### config.mk
export PLATFORM = sky130hd
export DESIGN_NAME = self_write_frame_loader
export DESIGN_NICKNAME = d
export VERILOG_FILES = /design/src/rtl/self_write_frame_loader.sv
export SDC_FILE = /design/constraint.sdc
export NUM_CORES = 1
export LEC_CHECK = 0
export CAP_MARGIN = 20
export CORE_MARGIN = 4
export CORE_UTILIZATION = 40
export DETAILED_ROUTE_END_ITERATION = 6
export PLACE_DENSITY = 0.73
export SLEW_MARGIN = 25
export SYNTH_ARGS = -nofsm -noshare
export SYNTH_HDL_FRONTEND = slang
export SYNTH_SLANG_ARGS = --single-unit
export TNS_END_PERCENT = 50
### constraint.sdc
create_clock -name CLK -period 3.32 [get_ports CLK]
set_input_delay 0.332 -clock CLK [delete_from_list [all_inputs] [get_ports CLK]]
set_output_delay 0.332 -clock CLK [all_outputs]
set_load 0.05 [all_outputs]
### src/rtl/self_write_frame_loader.sv
// Frame loader fed by a self-write word stream: SYNC_WORD opens a session, headers select a column, data words become frame writes.
// Optional SELF_WRITE_CHECKSUM_EN adds a per-frame XOR checkword state.
module self_write_frame_loader #(
    parameter logic [31:0] SYNC_WORD   = 32'hFAB0_FAB1,
    parameter int          FRAME_WORDS = 20,
    parameter int          ADDR_W      = 8
) (
    input  logic              CLK,
    input  logic              resetn,
    input  logic              SelfWriteStrobe,
    input  logic [31:0]       SelfWriteData,
    output logic [ADDR_W-1:0] FrameAddr,
    output logic [31:0]       FrameData,
    output logic              FrameStrobe,
    output logic              FrameDone,
    output logic              ComActive,
    output logic              Error
);

    localparam int CNT_W = $clog2(FRAME_WORDS + 1);
    localparam logic [CNT_W-1:0] LAST_IDX = CNT_W'(FRAME_WORDS - 1);

    localparam logic [7:0] CMD_END   = 8'h00;
    localparam logic [7:0] CMD_WRITE = 8'h01;

    typedef enum logic [1:0] {
        IDLE   = 2'd0,
        HEADER = 2'd1,
        DATA   = 2'd2
`ifdef SELF_WRITE_CHECKSUM_EN
        , CHECK  = 2'd3
`endif
    } state_t;

    state_t           state;
    logic [CNT_W-1:0] word_cnt;
`ifdef SELF_WRITE_CHECKSUM_EN
    logic [31:0]      checksum;
`endif

    // ComActive is registered alongside every state update so it always mirrors state != IDLE.
    always_ff @(posedge CLK or negedge resetn) begin
        if (!resetn) begin
            state       <= IDLE;
            word_cnt    <= '0;
            FrameAddr   <= '0;
            FrameData   <= '0;
            FrameStrobe <= 1'b0;
            FrameDone   <= 1'b0;
            ComActive   <= 1'b0;
            Error       <= 1'b0;
`ifdef SELF_WRITE_CHECKSUM_EN
            checksum    <= '0;
`endif
        end else begin
            FrameStrobe <= 1'b0;
            FrameDone   <= 1'b0;
            if (SelfWriteStrobe) begin
                case (state)
                    IDLE: begin
                        if (SelfWriteData == SYNC_WORD) begin
                            state     <= HEADER;
                            ComActive <= 1'b1;
                            Error     <= 1'b0;
                        end
                    end
                    HEADER: begin
                        case (SelfWriteData[31:24])
                            CMD_WRITE: begin
                                FrameAddr <= SelfWriteData[ADDR_W-1:0];
                                word_cnt  <= '0;
`ifdef SELF_WRITE_CHECKSUM_EN
                                checksum  <= '0;
`endif
                                state     <= DATA;
                            end
                            CMD_END: begin
                                state     <= IDLE;
                                ComActive <= 1'b0;
                            end
                            default: begin
                                Error     <= 1'b1;
                                state     <= IDLE;
                                ComActive <= 1'b0;
                            end
                        endcase
                    end
                    DATA: begin
                        FrameData   <= SelfWriteData;
                        FrameStrobe <= 1'b1;
                        word_cnt    <= word_cnt + 1'b1;
`ifdef SELF_WRITE_CHECKSUM_EN
                        checksum    <= checksum ^ SelfWriteData;
`endif
                        // Counter stops at FRAME_WORDS because the next header reloads it.
                        if (word_cnt == LAST_IDX) begin
                            FrameDone <= 1'b1;
`ifdef SELF_WRITE_CHECKSUM_EN
                            state     <= CHECK;
`else
                            state     <= HEADER;
`endif
                        end
                    end
`ifdef SELF_WRITE_CHECKSUM_EN
                    CHECK: begin
                        if (SelfWriteData != checksum) begin
                            Error <= 1'b1;
                        end
                        state <= HEADER;
                    end
`endif
                    default: begin
                        state     <= IDLE;
                        ComActive <= 1'b0;
                    end
                endcase
            end
        end
    end

endmodule

==> flow_summary.toml, run 1 <==
[run_status]
status = "complete, no violations"

[drt]
wl_per_cell_um = 13.9
post_drt_via_cell_ratio = 4.64
routed_wl_um = 5100
drtPass1Iterations = 5
drt-initial-drc-count = 113
vias = 1699
ant_nets = 0
post-route-drc-count = 0

[floorplan]
die_h_um = 81.1
die_x_um = 81.1
io_pins = 79
die_area_um2 = 6570
start_util_pct = 41.6
core_area_um2 = 5140
rows = 26

[critical_path]
cp_max_fo = 14
crit_arrival_ps = 2190
critPathMaxStageDelay_ps = 610
startpoint_type = "primary input"
r2r_setup_slack_ps = 1480
crit_type = "in -> reg"
reg2reg_from = "state[0]"
required_ps = 3500
cp-end-kind = "flop"
critPathLaunch = "SelfWriteData[25]"
cp_slowest_cell = "and4_1"
crit_chain = "clkdlybuf4s50_1, nor4b_2, and4_1, mux2_2"

[clock_tree]
clk_pin_slew_ps = 90
cts_setup_buffers = 0
clock_path_buffers = 2
worstSkewPairLatency_ps = 300
clockRootBuffer = "clkbuf_8"
cts_tree = "built"
clock-sinks = 51
ctsHtreeMaxLevel = 2
cts-resized-gates = 0
cts_hold_repair.buffers = 0
cts_buffers = 5

[synthesis]
yosysTopAreaCellShare_pct = 59.8
syn_area_um2 = 2140
ys.flop_type = "dfrtp_1"
syn_area_per_cell_um2 = 9.84
synthCells = 217
ys_types = 34
synth.top_cells.by_area = "dfrtp_1 (60%), nand2_1 (19%), mux2_1 (2.6%)"
synthesis.nets = 253
yosysMostFrequentCell = "nand2_1"
async_flop_share_pct = 100
synth_edf_count = 0
yosys-top-cells-count = "nand2_1 (107), dfrtp_1 (51), clkbuf_1 (7)"
ys_seq_elements = 51
ys_warn_count = 0
yosysTopAreaCell = "dfrtp_1"
ys_seq_area_share_pct = 59.8

[global_route]
grt_pass1_vias = 1809
grt_overflow = 0
grtUsageTotal_pct = 17.3
antenna_found_initial = 0
grt_max_degree = 41
grt_pass1_wl_um = 8630

[final_layout]
drive_gt1_share_pct = 6.08
diodes = 0
regArea_um2 = 1280
multi_input_area_um2 = 806
fin_nets = 331
fillers = 475
area_growth_pct = 43.8
layout.cells.non_filler = 366
postLayoutCellArea_um2 = 3070

[placement]
place_area_um2 = 2970
dp_hpwl_um = 3740
dp.cells = 358
gp_congestion = 0.845
io_buffer_count = 78
pre_cts_slack_ps = 998

[timing]
slew_headroom_pct = 61.3
finalSetupViolations = 0
hold_violations = 0
tightest_slew_ps = 580
setup_slack_ps = 1310
drv_slew = 0
rsz0062_at_grt = "no"
period_needed_ps = 2010
fin_crit_sh_pct = 60.5
worst_clock_skew_ps = 8.84
fmax_ghz = 0.498
fin_tns_setup_ps = 0

[pwr]
leakagePower_nw = 1.50
ir_drop_v = 0.000268
power.density_nw_per_um2 = 376

[hold_path]
hp-class = "in -> async"

[flow_run]
cap_violations = 0
## cell type report
type | instances | area share, %
multi-input combinational | 154 | 26.2
sequential | 51 | 41.5
clock buffer | 8 | 3.26
inverter | 3 | 0.367
timing repair buffer | 80 | 25.7
tap | 70 | 2.85
## stage by stage
step / hold WS (ps) / power [mW] / utilization (%)
5_1_grt: 53.1 / 1.22 / 59.8
3_5_place_dp: 364 / 0.791 / 57.8
6_report: 18.6 / 1.16 / 59.8
2_1_floorplan: 36.4 / 0.702 / -
3_3_place_gp: 362 / 0.790 / 57.8
4_1_cts: 29.5 / 1.18 / 59.8
## path summary, 6_finish.rpt
check                           cells after the start             to
worst max-delay path                                4   FrameAddr[6]
worst min-delay path                                1  FrameData[25]
worst max register to register                      3   FrameAddr[6]
worst min register to register                      2  FrameData[21]
max in group asynchronous                           2   FrameAddr[0]
min in group CLK                                    2  FrameData[21]
## cell families (layout without fill, tap and decap cells)
logic type / count (synthesis) / in the layout / synth area share, %
flops: 51 / 51 / 59.8
compound gates: 13 / 13 / 3.98
mux: 9 / 9 / 4.69
simple gates: 129 / 129 / 27.7
fa+ha+maj: 1 / 1 / 0.586
xor+xnor: 2 / 2 / 0.820
buf+inv: 12 / 91 / 2.52
## layout by cell type (no fill, tap or decap), types with 2 or more instances in the layout
cell type        Yosys  layout
nand2_1            107     107
clkdlybuf4s50_1      0      77
dfrtp_1             51      51
clkbuf_8             0       7
mux2_1               5       5
nand3_1              3       3
o21ai_1              3       3
mux2_2               3       3
and4bb_1             3       3
nor2b_1              2       2
inv_1                2       2
xor2_1               2       2
nor4b_2              2       2
and4_1               2       2
o22ai_1              2       2
nand4_1              2       2
nand4b_1             2       2
o21ai_0              2       2
buf_4                0       2
## sequential cells by signal, indices dropped and copies added, names as in the netlist
register     count
FrameAddr        8
FrameStrobe      1
FrameData       32
FrameDone        1
state            2
ComActive        1
word_cnt         5
Error            1
## power by group
part	internal [mW]	total, mW	switching, mW
clock	0.190	0.380	0.190
sequential	0.632	0.638	0.00637
combinational	0.0617	0.138	0.0765
## layer usage
layer	share of wire, %	wire length, um	global-route usage, %
met1	45	2320	23.1
met2	49	2480	28.1
met3	5.3	270	4.99
met4	0.61	31	3.55
met5	0	0	0
## worst max-delay path: cells and delay by family
kind                   cells  cell delay, ps
buffers and inverters      1             480
muxes                      1             400
and+or+nand+nor            2             970
Note: power is estimated with default switching activity, not from simulation.
==> run 2, diff against run 1 <==
PLACE_DENSITY = 0.76   (was 0.73)
clock period = 1.6 ns   (was 3.32 ns; I/O delays follow)
==> flow_summary.toml, run 2 (synthesis gave the netlist of run 1 again) <==
[pwr]
switching_share_pct = 25.0
ir_drop_v = 0.000461
pwr-share-comb_pct = 13.3
clkPwrFrac_pct = 32.1
leakagePower_nw = 1.72
power_switching_mw = 0.606
p_int_mw = 1.82
power.density_nw_per_um2 = 760
power_frac_seq_pct = 54.7

[global_route]
grt_pass1_wl_um = 8800
grt_max_degree = 52
grtUsageTotal_pct = 17.8
grt_pass1_vias = 1826
grt_overflow = 0
antenna_found_initial = 0

[final_layout]
reg_top3 = "FrameData (32), FrameAddr (8), word_cnt (5)"
largest_register_ffs = 32
regMostFlops = "FrameData"
diodes = 0
final_common_cell = "nand2_1"
layout.cells.non_filler = 392
final_cell_mix = "nand2_1 (107), buf_4 (69), dfrtp_1 (51), clkdlybuf4s50_1 (33), clkbuf_8 (6)"
drive_gt1_share_pct = 27.0
fin_nets = 357
area_growth_pct = 49.3

[timing]
fmax_ghz = 0.639
setup_slack_ps = 35.2
rsz0062_at_grt = "no"
finalSetupViolations = 0
hold_violations = 0
tightest_slew_ps = 271
fin_crit_sh_pct = 97.8
drv_slew = 0
hold_slack_ps = 379
period_needed_ps = 1560
worst_clock_skew_ps = 1.97
slew_headroom_pct = 81.9

[drt]
vias = 1856
routed_wl_um = 5540
post-route-drc-count = 0
drt-initial-drc-count = 105
ant_nets = 0
post_drt_via_cell_ratio = 4.73
wl_per_cell_um = 14.1
drtPass1Iterations = 4

[clock_tree]
cts_setup_buffers = 0
clk_pin_slew_ps = 90
worstSkewPairLatency_ps = 300
clockRootBuffer = "clkbuf_8"
clock-sinks = 51
cts_buffers = 5
ctsHtreeMaxLevel = 2
clock_path_buffers = 2
cts_tree = "built"

[hold_path]
hp-class = "in -> async"

[floorplan]
rows = 26
die_x_um = 81.1
core_area_um2 = 5140
die_h_um = 81.1
io_pins = 79
start_util_pct = 41.6
die_area_um2 = 6570

[critical_path]
cp-end-kind = "flop"
crit_type = "in -> reg"
crit_arrival_ps = 1760
cp_max_fo = 3
required_ps = 1800
startpoint_type = "primary input"

[placement]
gp_congestion = 0.878
pre_cts_slack_ps = -321
dp_hpwl_um = 4150
io_buffer_count = 78
dp.cells = 383

[flow_run]
cap_violations = 0

[run_status]
status = "complete, no violations"
[run 2: layout make-up]
cell class	count	area, um2
clock inverter	1	8.76
tap	70	87.6
fill	468	1950
timing repair buffer	106	903
multi-input combinational	154	815
inverter	3	11.3
sequential	51	1280
clock buffer	7	86.3
[run 2: final timing paths]
kind	start	to	slack, ps	cells after the start
max reg2reg	state[0]	FrameAddr[2]	120	4
max in group asynchronous	resetn	word_cnt[0]	1000	3
max	SelfWriteData[4]	Error	40	5
min	resetn	FrameData[21]	380	3
min in group CLK	SelfWriteData[9]	FrameData[9]	410	3
min reg2reg	FrameData[14]	FrameData[14]	480	2
[run 2: critical path, cell delays in order]
cell and delay (ps):
clkdlybuf4s50_1 490, and4bb_1 210, nand4_1 140, or4_4 550, a21bo_1 200
[run 2: metrics by stage]
step	total power [mW]	instance area (um2)	TNS (ps)	utilization (%)
finish	2.42	3190	0	62.0
global route	2.53	3190	0	62.0
CTS	2.45	3180	0	61.9
detailed placement	1.67	3070	-3020	59.8
global placement	1.67	3070	-2690	59.8
floorplan	1.46	2140	0	-
[run 2: power groups by stage]
| stage | registers, mW | logic, mW | clock network (mW) |
|---|---|---|---|
| 5_1_grt | 1.33 | 0.345 | 0.862 |
| 3_5_place_dp | 1.35 | 0.320 | 0 |
| 3_3_place_gp | 1.35 | 0.316 | 0 |
| 2_1_floorplan | 1.43 | 0.0314 | 0 |
| 6_report | 1.32 | 0.321 | 0.777 |
| 4_1_cts | 1.32 | 0.323 | 0.802 |
[run 2: per-layer routing]
metal	vias up	wire length, um	global-route usage, %
li1	920	-	-
met1	863	2300	21.9
met2	61	2780	29.3
met3	12	331	5.21
met4	0	130	7.09
met5	-	0	0
[run 2: timing repair]
item | in CTS | in global routing
hold endpoints to repair | 51 | 0
hold buffers | 1 | 0
resized for setup | 0 | 1
setup endpoints to repair | 0 | 2
